$ cat src/rtl/ram_pkg.sv
// Shared types and helpers for the ram_dp_be store: init FSM states, collision modes, lane parity.
package ram_pkg;

  typedef enum logic {
    CLEAR = 1'b0,
    READY = 1'b1
  } ram_state_e;

  localparam int RD_OLD     = 0;
  localparam int RD_NEW     = 1;
  localparam int MAX_BYTE_W = 64;

  // Callers zero-extend a lane to MAX_BYTE_W; zero padding leaves even parity unchanged.
  function automatic logic byte_parity(input logic [MAX_BYTE_W-1:0] lane);
    return ^lane;
  endfunction

endpackage

$ cat src/rtl/ram_init_seq.sv
// Post-reset clear sequencer: zeroes one word per cycle for DEPTH cycles, then raises init_done.
// Owns the array write mux select (clr_we_o/clr_addr_o); no backpressure.
module ram_init_seq
  import ram_pkg::*;
#(
  parameter int DEPTH  = 32,
  parameter int ADDR_W = 5
) (
  input  logic              clk,
  input  logic              rst_n,
  output logic              clr_we_o,
  output logic [ADDR_W-1:0] clr_addr_o,
  output logic              init_done_o
);

  localparam logic [ADDR_W-1:0] LAST_ADDR = ADDR_W'(DEPTH - 1);

  ram_state_e        state_q, state_d;
  logic [ADDR_W-1:0] clr_addr_q, clr_addr_d;
  logic              init_done_q, init_done_d;

  always_ff @(posedge clk or negedge rst_n) begin
    if (!rst_n) begin
      state_q     <= CLEAR;
      clr_addr_q  <= '0;
      init_done_q <= 1'b0;
    end else begin
      state_q     <= state_d;
      clr_addr_q  <= clr_addr_d;
      init_done_q <= init_done_d;
    end
  end

  always_comb begin
    state_d     = state_q;
    clr_addr_d  = clr_addr_q;
    init_done_d = init_done_q;
    clr_we_o    = 1'b0;
    case (state_q)
      CLEAR: begin
        clr_we_o = 1'b1;
        if (clr_addr_q == LAST_ADDR) begin
          state_d     = READY;
          init_done_d = 1'b1;
          clr_addr_d  = '0;
        end else begin
          clr_addr_d = clr_addr_q + ADDR_W'(1);
        end
      end
      READY: begin
        init_done_d = 1'b1;
      end
      default: begin
        state_d = CLEAR;
      end
    endcase
  end

  assign clr_addr_o  = clr_addr_q;
  assign init_done_o = init_done_q;

endmodule

$ cat src/rtl/ram_dp_be.sv
// ram_dp_be: 1W/1R RAM with byte enables, READ_LAT-cycle reads, no backpressure; self-clears after reset.
// Define RAM_PARITY_EN to store one even-parity bit per byte lane and flag mismatches on rd_perr.
module ram_dp_be
  import ram_pkg::*;
#(
  parameter  int DATA_W    = 32,
  parameter  int DEPTH     = 32,
  parameter  int BYTE_W    = 8,
  parameter  int READ_LAT  = 1,
  parameter  int READ_MODE = 0,
  localparam int ADDR_W    = (DEPTH > 1) ? $clog2(DEPTH) : 1,
  localparam int NBYTES    = DATA_W / BYTE_W
) (
  input  logic              clk,
  input  logic              rst_n,
  input  logic              wr_en,
  input  logic [ADDR_W-1:0] wr_addr,
  input  logic [NBYTES-1:0] wr_be,
  input  logic [DATA_W-1:0] wr_data,
  input  logic              rd_en,
  input  logic [ADDR_W-1:0] rd_addr,
  output logic [DATA_W-1:0] rd_data,
  output logic              rd_valid,
  output logic              rd_perr,
  output logic              init_done
);

  if ((DATA_W % BYTE_W != 0) || (BYTE_W > MAX_BYTE_W)) begin : g_bad_byte_w
    $error("ram_dp_be: DATA_W (%0d) must be a multiple of BYTE_W (%0d)", DATA_W, BYTE_W);
  end
  if ((READ_LAT != 1) && (READ_LAT != 2)) begin : g_bad_read_lat
    $error("ram_dp_be: READ_LAT (%0d) must be 1 or 2", READ_LAT);
  end

  localparam logic [ADDR_W:0] DEPTH_L = (ADDR_W + 1)'(DEPTH);

  logic              clr_we;
  logic [ADDR_W-1:0] clr_addr;

  ram_init_seq #(
    .DEPTH  (DEPTH),
    .ADDR_W (ADDR_W)
  ) u_init_seq (
    .clk         (clk),
    .rst_n       (rst_n),
    .clr_we_o    (clr_we),
    .clr_addr_o  (clr_addr),
    .init_done_o (init_done)
  );

  logic [DATA_W-1:0] mem [DEPTH];
  logic              wr_ok, rd_req, rd_in_range, collide, rd_err;
  logic [DATA_W-1:0] wr_word, rd_word;

  assign wr_ok       = init_done && wr_en && ({1'b0, wr_addr} < DEPTH_L);
  assign rd_req      = init_done && rd_en;
  assign rd_in_range = {1'b0, rd_addr} < DEPTH_L;
  assign collide     = wr_ok && (wr_addr == rd_addr);

  always_comb begin
    wr_word = mem[wr_addr];
    for (int i = 0; i < NBYTES; i++) begin
      if (wr_be[i]) wr_word[i*BYTE_W +: BYTE_W] = wr_data[i*BYTE_W +: BYTE_W];
    end
  end

  // On a collision the merged write word is exactly what the write-first mode must return.
  assign rd_word = !rd_in_range                       ? '0 :
                   (READ_MODE == RD_NEW && collide)   ? wr_word :
                                                        mem[rd_addr];

  always_ff @(posedge clk) begin
    if (clr_we) begin
      mem[clr_addr] <= '0;
    end else if (wr_ok) begin
      mem[wr_addr] <= wr_word;
    end
  end

`ifdef RAM_PARITY_EN
  logic [NBYTES-1:0] par_mem [DEPTH];
  logic [NBYTES-1:0] wr_par, rd_par, rd_err_bits;

  always_comb begin
    wr_par = par_mem[wr_addr];
    for (int i = 0; i < NBYTES; i++) begin
      if (wr_be[i]) wr_par[i] = byte_parity(MAX_BYTE_W'(wr_data[i*BYTE_W +: BYTE_W]));
    end
  end

  assign rd_par = (READ_MODE == RD_NEW && collide) ? wr_par : par_mem[rd_addr];

  always_comb begin
    rd_err_bits = '0;
    for (int i = 0; i < NBYTES; i++) begin
      rd_err_bits[i] = byte_parity(MAX_BYTE_W'(rd_word[i*BYTE_W +: BYTE_W])) ^ rd_par[i];
    end
  end

  assign rd_err = rd_in_range && (|rd_err_bits);

  always_ff @(posedge clk) begin
    if (clr_we) begin
      par_mem[clr_addr] <= '0;
    end else if (wr_ok) begin
      par_mem[wr_addr] <= wr_par;
    end
  end
`else
  assign rd_err = 1'b0;
`endif

  logic              pipe_vld_q, pipe_err_q;
  logic [DATA_W-1:0] pipe_dat_q;
  logic              rd_valid_q, rd_valid_d, rd_perr_q, rd_perr_d;
  logic [DATA_W-1:0] rd_data_q, rd_data_d;

  assign rd_valid_d = (READ_LAT == 2) ? pipe_vld_q : rd_req;
  assign rd_data_d  = (READ_LAT == 2) ? pipe_dat_q : rd_word;
  assign rd_perr_d  = (READ_LAT == 2) ? pipe_err_q : rd_err;

  always_ff @(posedge clk or negedge rst_n) begin
    if (!rst_n) begin
      pipe_vld_q <= 1'b0;
      pipe_dat_q <= '0;
      pipe_err_q <= 1'b0;
      rd_valid_q <= 1'b0;
      rd_data_q  <= '0;
      rd_perr_q  <= 1'b0;
    end else begin
      pipe_vld_q <= rd_req;
      if (rd_req) begin
        pipe_dat_q <= rd_word;
        pipe_err_q <= rd_err;
      end
      rd_valid_q <= rd_valid_d;
      rd_perr_q  <= rd_valid_d && rd_perr_d;
      if (rd_valid_d) rd_data_q <= rd_data_d;
    end
  end

  assign rd_valid = rd_valid_q;
  assign rd_data  = rd_data_q;
  assign rd_perr  = rd_perr_q;

endmodule

$ cat config.mk
export PLATFORM = sky130hd
export DESIGN_NAME = ram_dp_be
export DESIGN_NICKNAME = d
export VERILOG_FILES = /design/src/rtl/ram_pkg.sv /design/src/rtl/ram_init_seq.sv /design/src/rtl/ram_dp_be.sv
export SDC_FILE = /design/constraint.sdc
export NUM_CORES = 1
export LEC_CHECK = 0
export CORE_MARGIN = 2
export CORE_UTILIZATION = 56
export CTS_CLUSTER_SIZE = 12
export DETAILED_ROUTE_END_ITERATION = 10
export PLACE_DENSITY = 0.74
export SETUP_SLACK_MARGIN = 0.3
export SLEW_MARGIN = 40
export SYNTH_ARGS = -nofsm -noshare
export SYNTH_HDL_FRONTEND = slang
export SYNTH_SLANG_ARGS = --single-unit
$ cat constraint.sdc
create_clock -name clk -period 2.26 [get_ports clk]
set_input_delay 0.339 -clock clk [delete_from_list [all_inputs] [get_ports clk]]
set_output_delay 0.339 -clock clk [all_outputs]
set_load 0.01 [all_outputs]
==> out/metrics.cfg <==
[outcome]
status=complete, no violations

[final_layout]
diodes=0
seq_area_um2=31800
drive_above_1_share_pct=25.0
nets=2886
synthToLayoutAreaGrowth_pct=22.8
design_area_um2=51800
fillCellCount=4553
fin_util_pct=69.5
multi_input_area_um2=10400

[clock_tree]
clk_latency_ns=0.67
htreeDepth=3
cts_root_buffer=clkbuf_16
clockBufferDepth=3
cts_tree=done
clk_pin_slew_worst_paths_ns=0.06
clkSinkCount=1064
numCtsBuffers=103

[pwr]
p_leak_nw=19.8
p_per_area_nw_per_um2=789
p_total_mw=40.9
ir_drop_mv=0.724

[setup_path]
start_kind=register
cp.required_ns=2.67
cpMostUsedCell=buf_4
r2r-start=u_init_seq.state_q
max_stage_delay_ns=0.43
worst_setup_path_end_kind=register
critPathTopFamily=buffers and inverters
cp-startpoint=u_init_seq.state_q
crit_type=register to register
crit_chain=nand3_4 > nor2_4 > buf_12 > nor3_1 > a41oi_2 > buf_4 > nor2_1 > buf_4
path_max_fanout=10
cp_slowest_cell=dfrtp_2
path_buf_inv=3
crit_arrival_ns=2.62

[floorplanning]
dieWidth_um=279
die_h_um=279
coreArea_um2=74600
dieArea_um2=77600
io_pins=85
rows=100
initial_utilization_pct=56.6

[yosys]
yosysTopAreaCellShare_pct=72.8
synthTopCellsByCount=1024 x edfxtp_1, 512 x mux2i_1, 136 x nor2_1
syn_nets=2445
synthMuxAreaShare_pct=12.2
synth_top_family_by_area=multiplexers
synth_edf_count=1024
synth-async-reset-ratio_pct=3.76
syn_area_um2=42200
synth_area_leaders=edfxtp_1 73%, mux2i_1 12%, dfrtp_1 2.4%
synthCells=2393
synth_compound_area_share_pct=7.84
postSynthAreaPerCell_um2=17.6
yosys_warnings=0
synthAdderAreaFrac_pct=0.0593
synthXorXnorAreaFrac_pct=0
yosysTopAreaCell=edfxtp_1
yosys.cell_count.top_type=edfxtp_1
synth_seq_area_share_pct=75.2
yosys_most_used_dff=edfxtp_1
ys_types=39
synth-seq-cells=1064
synth_simple_gate_area_share_pct=2.57

[timing]
setup-violations-final=0
setup_tns_ns=0
fin_crit_sh_pct=97.7
tightest_slew_ns=0.714
rsz0062_at_grt=true
clock.fmax_mhz=453
maxSlewViolCount=0
period_needed_ns=2.21
fin_skew_ns=0.0241
worst_slack_ns=0.0525
final_hold_viol_count=0
slew_headroom_pct=52.4

[global_route]
antenna_found_initial=0
grt_pass1_wl_mm=154
grt_pass1_vias=24700
grtUsageTotal_pct=26.8
grt_start_max_net_pins=36
grt-ovfl-total=0

[detailed_routing]
first_iter_violations=2926
detail_route.wl_per_cell_um=26.8
vias=24300
viasPerCell=6.26
drc=0
firstDrtPassIters=6
ant_nets=0
wirelength_mm=104

[placement]
dpl-instance-area_um2=47800
numPortBuffers=83
gp_routability_congestion=0.870
place_ws_ns=-0.758
dp_hpwl_mm=65.8

[run]
maxCapViolCount=0

[worst_hold_path]
hold_class=input port to asynchronous set/reset pin

-- final timing paths --
check	slack, ns	to	cells after the start
worst max-delay path	0.05	mem[27][1]	8
worst min-delay path	0.15	rd_data[25]	2
worst max register to register	0.05	mem[27][1]	8
worst min register to register	0.49	rd_data[13]	2
max in group asynchronous	1.51	rd_data[13]	3
min in group clk	0.49	rd_data[13]	2
-- placed cells by master (no fill, tap or decap), drive strengths merged, types with 37 or more instances in the layout --
master,n
edfxtp,1024
mux2i,512
buf,405
clkbuf,179
nor2,137
a22oi,128
clkdlybuf4s50,81
a21oi,73
a22o,64
a221oi,64
dfrtp,40
nand2,37
-- cell type report --
class                   instances  area share, %
clock inverters                14          0.145
flip-flops and latches       1064           61.3
well taps                     969           2.34
repair buffers                488           10.3
inverters                       2         0.0145
clock buffers                 178           5.89
multi-input cells            1175           20.1
-- worst register-to-register path, delay by kind of cell (launching register included) --
family | cells | cell delay [ns]
compound gates | 1 | 0.38
buf+inv | 3 | 0.64
flops | 1 | 0.43
simple gates | 4 | 0.49
-- metal layers --
layer | global-route usage, % | vias up | wire length [um] | share of wire, %
met2 | 43.6 | 1161 | 51300 | 49
met3 | 6.15 | 200 | 9390 | 9.0
met1 | 36.0 | 12400 | 40800 | 39
met5 | 0 | - | 0 | 0
li1 | - | 10500 | - | -
met4 | 8.85 | 0 | 3000 | 2.9
-- registers in the layout, summed over array words and instances (netlist names) --
name / flops
rd_data: 32
u_init_seq.state_q: 1
rd_valid: 1
u_init_seq.clr_addr_o: 5
u_init_seq.init_done_o: 1
mem: 1024
-- cell families after synthesis --
| family | after synthesis |
|---|---|
| buf+inv | 154 |
| mux | 514 |
| flops | 1064 |
| compound gates | 414 |
| fa+ha+maj | 2 |
| other cells | 1 |
| simple gates | 244 |
-- what timing repair did --
item	in CTS	in global routing
pin swaps	6	4
resized for setup	96	61
hold buffers	1	0
cloned	1	1
endpoints found under the setup margin	1071	1206
hold endpoints to repair	30	0
setup buffers	12	7
-- power by group --
part           switching (mW)  internal, mW  total, mW
logic                    1.73          1.33       3.07
registers              0.0832          21.7       21.8
clock network            6.93          9.11       16.0
-- per-stage QoR --
step	cells	hold WS [ns]
floorplan	2393	0.0434
global placement	3675	0.289
detailed placement	3676	0.294
CTS	3882	0.134
global route	3890	0.164
finish	3890	0.153
Power figures use the tool's default switching activity.
==> variant, RTL diff (config.mk and constraints unchanged) <==
Register the output `rd_data` once more, cleared by the reset; this adds one clock of latency there. The other outputs are not delayed to match.
--- a/src/rtl/ram_dp_be.sv
+++ b/src/rtl/ram_dp_be.sv
@@ -141,5 +141,11 @@
 
   assign rd_valid = rd_valid_q;
-  assign rd_data  = rd_data_q;
+  always_ff @(posedge clk or negedge rst_n) begin
+    if (!rst_n) begin
+      rd_data <= '0;
+    end else begin
+      rd_data <= rd_data_q;
+    end
+  end
   assign rd_perr  = rd_perr_q;
 
Behaviour: no difference found for any inputs over 4 cycles, from zero or initial values and one cycle with rst_n low; that may be too few to reach the edited logic, so the function may still have changed.
==> variant against the unedited design <==
- the flow now finishes with violations (setup timing)
- routed wire length increased by 5.0%
- area after synthesis grew 1.9%
- setup slack got worse by 0.075 ns
- synthesized cell count is 1.3% higher
- power is 2.5% higher
- clock power increased by 3%
- clock skew is 0.00066 ns higher
- sequential cell count increased by 32
- combinational power is 2% higher
- design area is 2.1% higher
- hold slack lost 0.085 ns
- critical path type unchanged
- largest power group unchanged
==> variant: results (changes against the unedited design) <==
Outcome: complete, but fails checks
Failing checks: setup timing
CP max FO: 8 (-2)
CP Data Arrival Time: 2.61 ns (about the same)
Synth top cells by count: edfxtp_1 (1024), mux2i_1 (512), nor2_1 (136)
Hold WS: 0.06823 ns (-0.08490 ns)
Cells after DPL: 3702 (+0.71%)
Main area contributors after synthesis: edfxtp_1 (71%), mux2i_1 (12%), dfrtp_1 (4.2%), a22oi_1 (2.2%), a221oi_1 (1.3%)
Post-synthesis sequential area ratio: 0.7568 (+0.004725)
Layout net count: 2890 (+0.14%)
First-pass GRT wire length: 156700 um (+1.9%)
Max stage delay cell, worst path: dfrtp_1
HPWL Detailed: 65890 um (about the same)
Layout Skew: 0.02479 ns (+0.0006586 ns)
GP Congestion: 0.8716 (+0.22%)
Cts bufs inserted: 106 (+2.9%)
Post-place setup slack: -1.087 ns (-0.3290 ns)
Vias in the first global route: 24.76k (+0.25%)
Total length of routed wires: 109700 um (+5.0%)
Mapped Nets: 2477 (+1.3%)
Share of cells above drive strength 1: 0.2500 (-0.0002568)
Static Leak: 20.06 nW (+1.4%)
Final worst slack: -0.02218 ns (-0.07470 ns)
Initial DRC Count: 2902 (-0.82%)
Post-Syn Area per Cell: 17.74 um^2 (+0.54%)
Setup violators final: 37 (+37)
Rel. slew slack: 0.6325 (+0.1087)
Worst path top cell family by delay: simple AND/OR/NAND/NOR gates
Antenna violations before repair: 2 (+2)
-- variant: cell types whose count changed after synthesis --
cell,unedited run,this run
buf_1,12,7
buf_12,1,2
dfrtp_1,40,72
buf_6,10,13
clkbuf_1,75,80
buf_8,6,2
-- variant: stage by stage --
| step | instance area [um^2] | util |
|---|---|---|
| after floorplan | 43230 | - |
| after global placement | 47960 | 0.6315 |
| after detailed placement | 48080 | 0.6331 |
| after CTS | 51980 | 0.6844 |
| after global routing | 52920 | 0.6967 |
| final | 52920 | 0.6968 |
-- variant: cells by family after synthesis --
logic type / Yosys count / share of synthesized area
flops: 1096 / 0.7568
mux: 514 / 0.1197
compound gates: 414 / 0.07697
simple gates: 244 / 0.02522
buf+inv: 154 / 0.02065
fa+ha+maj: 2 / 0.0005817
other cells: 1 / 0.00008719
-- variant: power by group through the flow --
| stage | combinational [mW] | sequential [mW] | clock [mW] |
|---|---|---|---|
| floorplan | 1.42 | 22.9 | 0 |
| global placement | 2.80 | 22.9 | 0 |
| detailed placement | 2.88 | 22.9 | 0 |
| CTS | 2.96 | 22.5 | 16.4 |
| global route | 3.25 | 22.5 | 17.3 |
| finish | 3.13 | 22.5 | 16.4 |
-- variant: path summary, 6_finish.rpt --
path | start | to | depth (start not counted)
max | u_init_seq.state_q | mem[28][27] | 9
min | rst_n | rd_data[20] | 2
max reg2reg | u_init_seq.state_q | mem[28][27] | 9
min reg2reg | rd_data_q[23] | rd_data[23] | 0
max in group asynchronous | rst_n | rd_data_q[11] | 3
min in group clk | rd_data_q[23] | rd_data[23] | 0
-- variant: final cells by class --
| cell class | instances | share of cell area |
|---|---|---|
| Clock inverter | 16 | 0.003192 |
| Sequential cell | 1096 | 0.6151 |
| Multi-Input combinational cell | 1175 | 0.2032 |
| Inverter | 2 | 0.0001419 |
| Tap cell | 1030 | 0.02435 |
| Timing Repair Buffer | 457 | 0.09788 |
| Antenna cell | 2 | 0.00009457 |
| Clock buffer | 166 | 0.05608 |
-- variant: layer usage --
layer,GRT usage,share of wire,vias to the layer above
li1,-,-,10550
met1,0.3667,0.39,12720
met2,0.4421,0.49,1316
met3,0.04697,0.089,235
met4,0.09146,0.035,2
met5,0,0.000082,-
-- variant: repair_timing --
item                                    CTS  global route
endpoints found under the hold margin    72             0
hold buffers                              1             0
setup buffers                            20            33
setup endpoints to repair              1678          1423
gates resized for setup                 137           121
cloned                                    0             4
pin swaps                                18            33
-- variant: worst register-to-register path: stages, from the launching register on --
cell     delay, ns
dfrtp_1       0.42
nand3_2       0.13
nor2_4        0.10
buf_12        0.15
buf_6         0.12
nor4_4        0.32
a41oi_4       0.11
buf_6         0.19
buf_4         0.15
nor2_4        0.27
